[config.mk]
export PLATFORM = sky130hd
export DESIGN_NAME = dmem_arbiter
export DESIGN_NICKNAME = d
export VERILOG_FILES = /design/src/rtl/dmem_arbiter.sv
export SDC_FILE = /design/constraint.sdc
export NUM_CORES = 1
export LEC_CHECK = 0
export CAP_MARGIN = 20
export CORE_AREA = 2 2 88 90
export DETAILED_ROUTE_END_ITERATION = 7
export DIE_AREA = 0 0 90 92
export PLACE_DENSITY = 0.82
export SYNTH_ARGS = -nofsm -noshare
export SYNTH_HDL_FRONTEND = slang
export SYNTH_SLANG_ARGS = --single-unit
[constraint.sdc]
create_clock -name clk -period 5.5 [get_ports clk]
set_input_delay 0.55 -clock clk [delete_from_list [all_inputs] [get_ports clk]]
set_output_delay 0.55 -clock clk [all_outputs]
set_load 0.005 [all_outputs]
[src/rtl/dmem_arbiter.sv]
// Data BRAM arbiter: CPU load/store port vs. burst accelerator port; CPU wins each cycle by default.
// Latency: BRAM access issued combinationally in the grant cycle, read data one cycle later.
// Backpressure: cpu_stall holds the CPU; preempted bursts pause in place. `define ACC_PRIO_EN locks the BRAM to a running burst.
module dmem_arbiter #(
   parameter int ADDR_W = 16,
   parameter int DATA_W = 16,
   parameter int LEN_W  = 8
) (
   input  logic              clk,
   input  logic              rst_n,
   input  logic              cpu_en,
   input  logic              cpu_wr,
   input  logic [ADDR_W-1:0] cpu_addr,
   input  logic [DATA_W-1:0] cpu_wdata,
   output logic [DATA_W-1:0] cpu_rdata,
   output logic              cpu_stall,
   input  logic              acc_req,
   input  logic              acc_wr,
   input  logic [ADDR_W-1:0] acc_addr,
   input  logic [LEN_W-1:0]  acc_len,
   input  logic [DATA_W-1:0] acc_wdata,
   output logic              acc_wack,
   output logic [DATA_W-1:0] acc_rdata,
   output logic              acc_rvalid,
   output logic              acc_busy,
   output logic              acc_done,
   output logic              bram_en,
   output logic              bram_wr,
   output logic [ADDR_W-1:0] bram_addr,
   output logic [DATA_W-1:0] bram_wdata,
   input  logic [DATA_W-1:0] bram_rdata
);

   typedef enum logic [1:0] {IDLE, BURST, FLUSH} state_t;

   state_t            state_q;
   logic [LEN_W-1:0]  idx_q;
   logic [LEN_W-1:0]  len_q;
   logic [ADDR_W-1:0] base_q;
   logic              wr_q;
   logic              rvalid_q;

   logic              cpu_grant;
   logic              acc_grant;
   logic              last_beat;
   logic [ADDR_W-1:0] beat_addr;

`ifdef ACC_PRIO_EN
   // A running burst (BURST and FLUSH) locks the CPU out entirely.
   assign cpu_grant = cpu_en & (state_q == IDLE);
   assign acc_grant = (state_q == BURST);
`else
   assign cpu_grant = cpu_en;
   assign acc_grant = (state_q == BURST) & ~cpu_en;
`endif

   assign last_beat = (idx_q == len_q - LEN_W'(1));
   // Address wraps naturally at 2^ADDR_W.
   assign beat_addr = base_q + ADDR_W'(idx_q);

   always_ff @(posedge clk or negedge rst_n) begin
      if (!rst_n) begin
         state_q  <= IDLE;
         idx_q    <= '0;
         len_q    <= '0;
         base_q   <= '0;
         wr_q     <= 1'b0;
         rvalid_q <= 1'b0;
      end else begin
         rvalid_q <= acc_grant & ~wr_q;
         case (state_q)
            IDLE: begin
               if (acc_req) begin
                  wr_q    <= acc_wr;
                  base_q  <= acc_addr;
                  len_q   <= acc_len;
                  idx_q   <= '0;
                  state_q <= (acc_len == '0) ? FLUSH : BURST;
               end
            end
            BURST: begin
               if (acc_grant) begin
                  idx_q <= idx_q + LEN_W'(1);
                  if (last_beat) state_q <= FLUSH;
               end
            end
            FLUSH:   state_q <= IDLE;
            default: state_q <= IDLE;
         endcase
      end
   end

   always_comb begin
      bram_en    = 1'b0;
      bram_wr    = 1'b0;
      bram_addr  = '0;
      bram_wdata = '0;
      if (cpu_grant) begin
         bram_en    = 1'b1;
         bram_wr    = cpu_wr;
         bram_addr  = cpu_addr;
         bram_wdata = cpu_wdata;
      end else if (acc_grant) begin
         bram_en    = 1'b1;
         bram_wr    = wr_q;
         bram_addr  = beat_addr;
         bram_wdata = acc_wdata;
      end
   end

   assign cpu_stall  = cpu_en & ~cpu_grant;
   assign acc_wack   = acc_grant & wr_q;
   assign acc_rvalid = rvalid_q;
   assign acc_busy   = (state_q != IDLE);
   assign acc_done   = (state_q == FLUSH);
   assign cpu_rdata  = bram_rdata;
   assign acc_rdata  = bram_rdata;

endmodule

==> run metrics <==
status=finished clean; min-delay worst type=flip-flop to flip-flop; diode count=0; CP max stage cell=and2_1; placed cells=481; CP Launch Type=input port; Cell variety after synth=47; die width=90 µm; Most used DFF post-synth=dfrtp_1; Die Y=92 µm; Crit Reg-Reg Startpoint=state_q[1]$_DFFE_PN0P_; vias in the first global route=2447; drc violations=0; Final Power=1.65 mW; CTS tree=yes; Final min period=3780 ps; share of layout cells above drive strength 1=10.6%; FP Rows=32; Num CTS Buffers=5; flops & latches, synth=36; DRT iter0 DRCs=164; Final GP Congestion=0.907; CP Capture Type=primary output; Max Slew Vio Count=0; Mapped Cells=approximately 310; Area growth, synth to finish=38.6%; critical-path maximum fanout=46; pin count of the biggest net entering global routing=47; VDD IR max=0.000221 V; antenna-violating nets left=0; crit-path most repeated cell=clkdlybuf4s50_1; # fillers=between 600 and 700; hold_ws=468 ps; Hold Buf Count CTS=0; sequential share of the synthesized area=31.5%; GRT Max-Usage Layer=met2; Worst path max stage delay=between 800 and 900 ps; post-cts resize count=0; Final TNS setup=0 ps; I/O pins=165; CP cell instances=clkdlybuf4s50_1, buf_4, nor2_1, and2_1, a32oi_1, nand3_1, clkdlybuf4s50_1; final setup fails=0; # Post-CTS Setup Buffers=0; via count=2608; drt wl/cell=16.3 µm; Worst Reg-to-Reg Cells=5; crit path DAT=3230 ps; count of final hold-check violations=0; core area=7450 µm²; final wirelength=8000 µm; Port Buffers=115; clk root buf=clkbuf_8; Post-Layout Cell Count=489; critical path data required time=4950 ps; Post-synth ARST share=100%; Max Root-Sink Buffers=2; reg-to-reg endpoint=idx_q[7]$_DFFE_PN0P_; # clock sinks=36; Tot GR Track Use=19.0%; period utilisation layout=68.6%; first-pass GRT wire length=12600 µm; Initial Utilization=38.4%; synthesized cell area=2860 µm²; Initial DRT Pass Iterations=4; Setup crit end=bram_addr[13]; clk slew on worst S/H paths=70 ps; met3 Use GR=4.03%; post-layout net count=491; H-tree Lvls=2; number of synthesized flops with an enable pin=0; WS Path Type=input port to primary output; HP Start=wr_q$_DFFE_PN0P_; GRT overflow=0; clk_skew=6.71 ps; Worst Max-Slew Pin Slew=around 1000 ps; Fmax achieved=~260 MHz; Mean Syn Cell Area=~9.3 µm²; Max transition margin=slightly above 30%; commonest non-fill, non-tap cell in the layout=clkdlybuf4s50_1; most frequent cells in the layout=115 x clkdlybuf4s50_1, 36 x dfrtp_1, 27 x nand2_1; initial antenna violation count=0; static leakage=roughly 1.6 nW; grt met1 use=26.1%; Vias/cell=5.33; RSZ-0062 raised after global routing=no; Skew-Pair Late Insertion Delay=approximately 290 ps; M2 GR Usage=29.9%; Die ar.=8280 µm²; Synthesized Nets=413; hpwl dp=6100 µm; max cap viols=0; Worst Setup SP=cpu_en; worst reg2reg setup slack=around 3400 ps; Pwr Density=between 400 and 500 nW/µm²; Yosys warning total=0
state kept, by name, indices dropped and copies added (netlist names):
name	flops
base_q	16
acc_rvalid	1
wr_q	1
idx_q	8
state_q	2
len_q	8
power by group:
group          leakage (nW)  internal, mW  switching, mW
registers             0.443         0.380          0.160
clock network        0.0552         0.135         0.0965
logic                  1.14         0.510          0.371
total                  1.64          1.03          0.628
stage by stage:
stage                     util, %  cell area, µm²  worst slack [ps]
after global routing         53.3            3970              1470
after detailed placement     51.8            3860              1750
final                        53.3            3970              1720
after global placement       51.8            3860              1830
after floorplan                 -            2860              3010
after CTS                    53.3            3970              1750
final cells by class:
class / count / area, µm² / share of cell area (%)
Timing Repair Buffer: 118 / 1170 / 29.6
Clock buffer: 6 / 72.6 / 1.83
Clock inverter: 2 / 35.0 / 0.883
Tap cell: 102 / 128 / 3.22
Inverter: 4 / 15.0 / 0.378
Multi-Input combinational cell: 221 / 1640 / 41.4
Sequential cell: 36 / 901 / 22.7
worst min-delay path by stage:
| stage | depth (start not counted) | to |
|---|---|---|
| after detailed placement | 1 | acc_rvalid$_DFF_PN0_ |
| after CTS | 1 | acc_rvalid$_DFF_PN0_ |
| after global placement | 1 | acc_rvalid$_DFF_PN0_ |
| after global routing | 1 | acc_rvalid$_DFF_PN0_ |
| final | 1 | acc_rvalid$_DFF_PN0_ |
| after floorplan | 0 | acc_rvalid$_DFF_PN0_ |
worst max-delay path, delay by kind of cell:
family	cells	cell delay, ps
buffers and inverters	3	1180
and+or+nand+nor	3	1250
AOI/OAI and AO/OA	1	230
synthesized netlist by cell type (4+ instances only):
library cell | instances | share of area (%)
a21o_1 | 7 | 1.8
a21oi_1 | 5 | 0.87
a22o_1 | 25 | 7.6
and3_1 | 4 | 0.87
buf_2 | 5 | 0.87
buf_4 | 33 | 8.7
clkbuf_1 | 9 | 1.2
dfrtp_1 | 36 | 31
ha_1 | 10 | 4.4
inv_1 | 4 | 0.52
mux2_2 | 25 | 9.8
nand2_1 | 27 | 3.5
nand3_1 | 10 | 1.7
nand4_1 | 8 | 1.7
nor2_1 | 11 | 1.4
nor2b_1 | 5 | 1.1
nor4_1 | 5 | 1.1
o21ai_0 | 18 | 3.1
xnor2_1 | 11 | 3.4
xor2_1 | 9 | 2.8
cells by family (layout without fill, tap and decap cells):
logic type      Yosys count  in the layout  share of synthesized area, %
compound gates           74             74                          19.4
fa+ha+maj                11             11                          5.07
simple gates             89             89                          16.4
flops                    36             36                          31.5
mux                      26             26                          10.2
xor+xnor                 20             20                          6.12
buf+inv                  51            130                          11.2
other cells               1              1                         0.131
routing by layer:
layer | wire length (µm) | up-vias
met1 | 3540 | 1243
met2 | 3880 | 94
met5 | 0 | -
met4 | 142 | 0
li1 | - | 1255
met3 | 438 | 16
No activity file was read; power rests on OpenSTA's default activity.
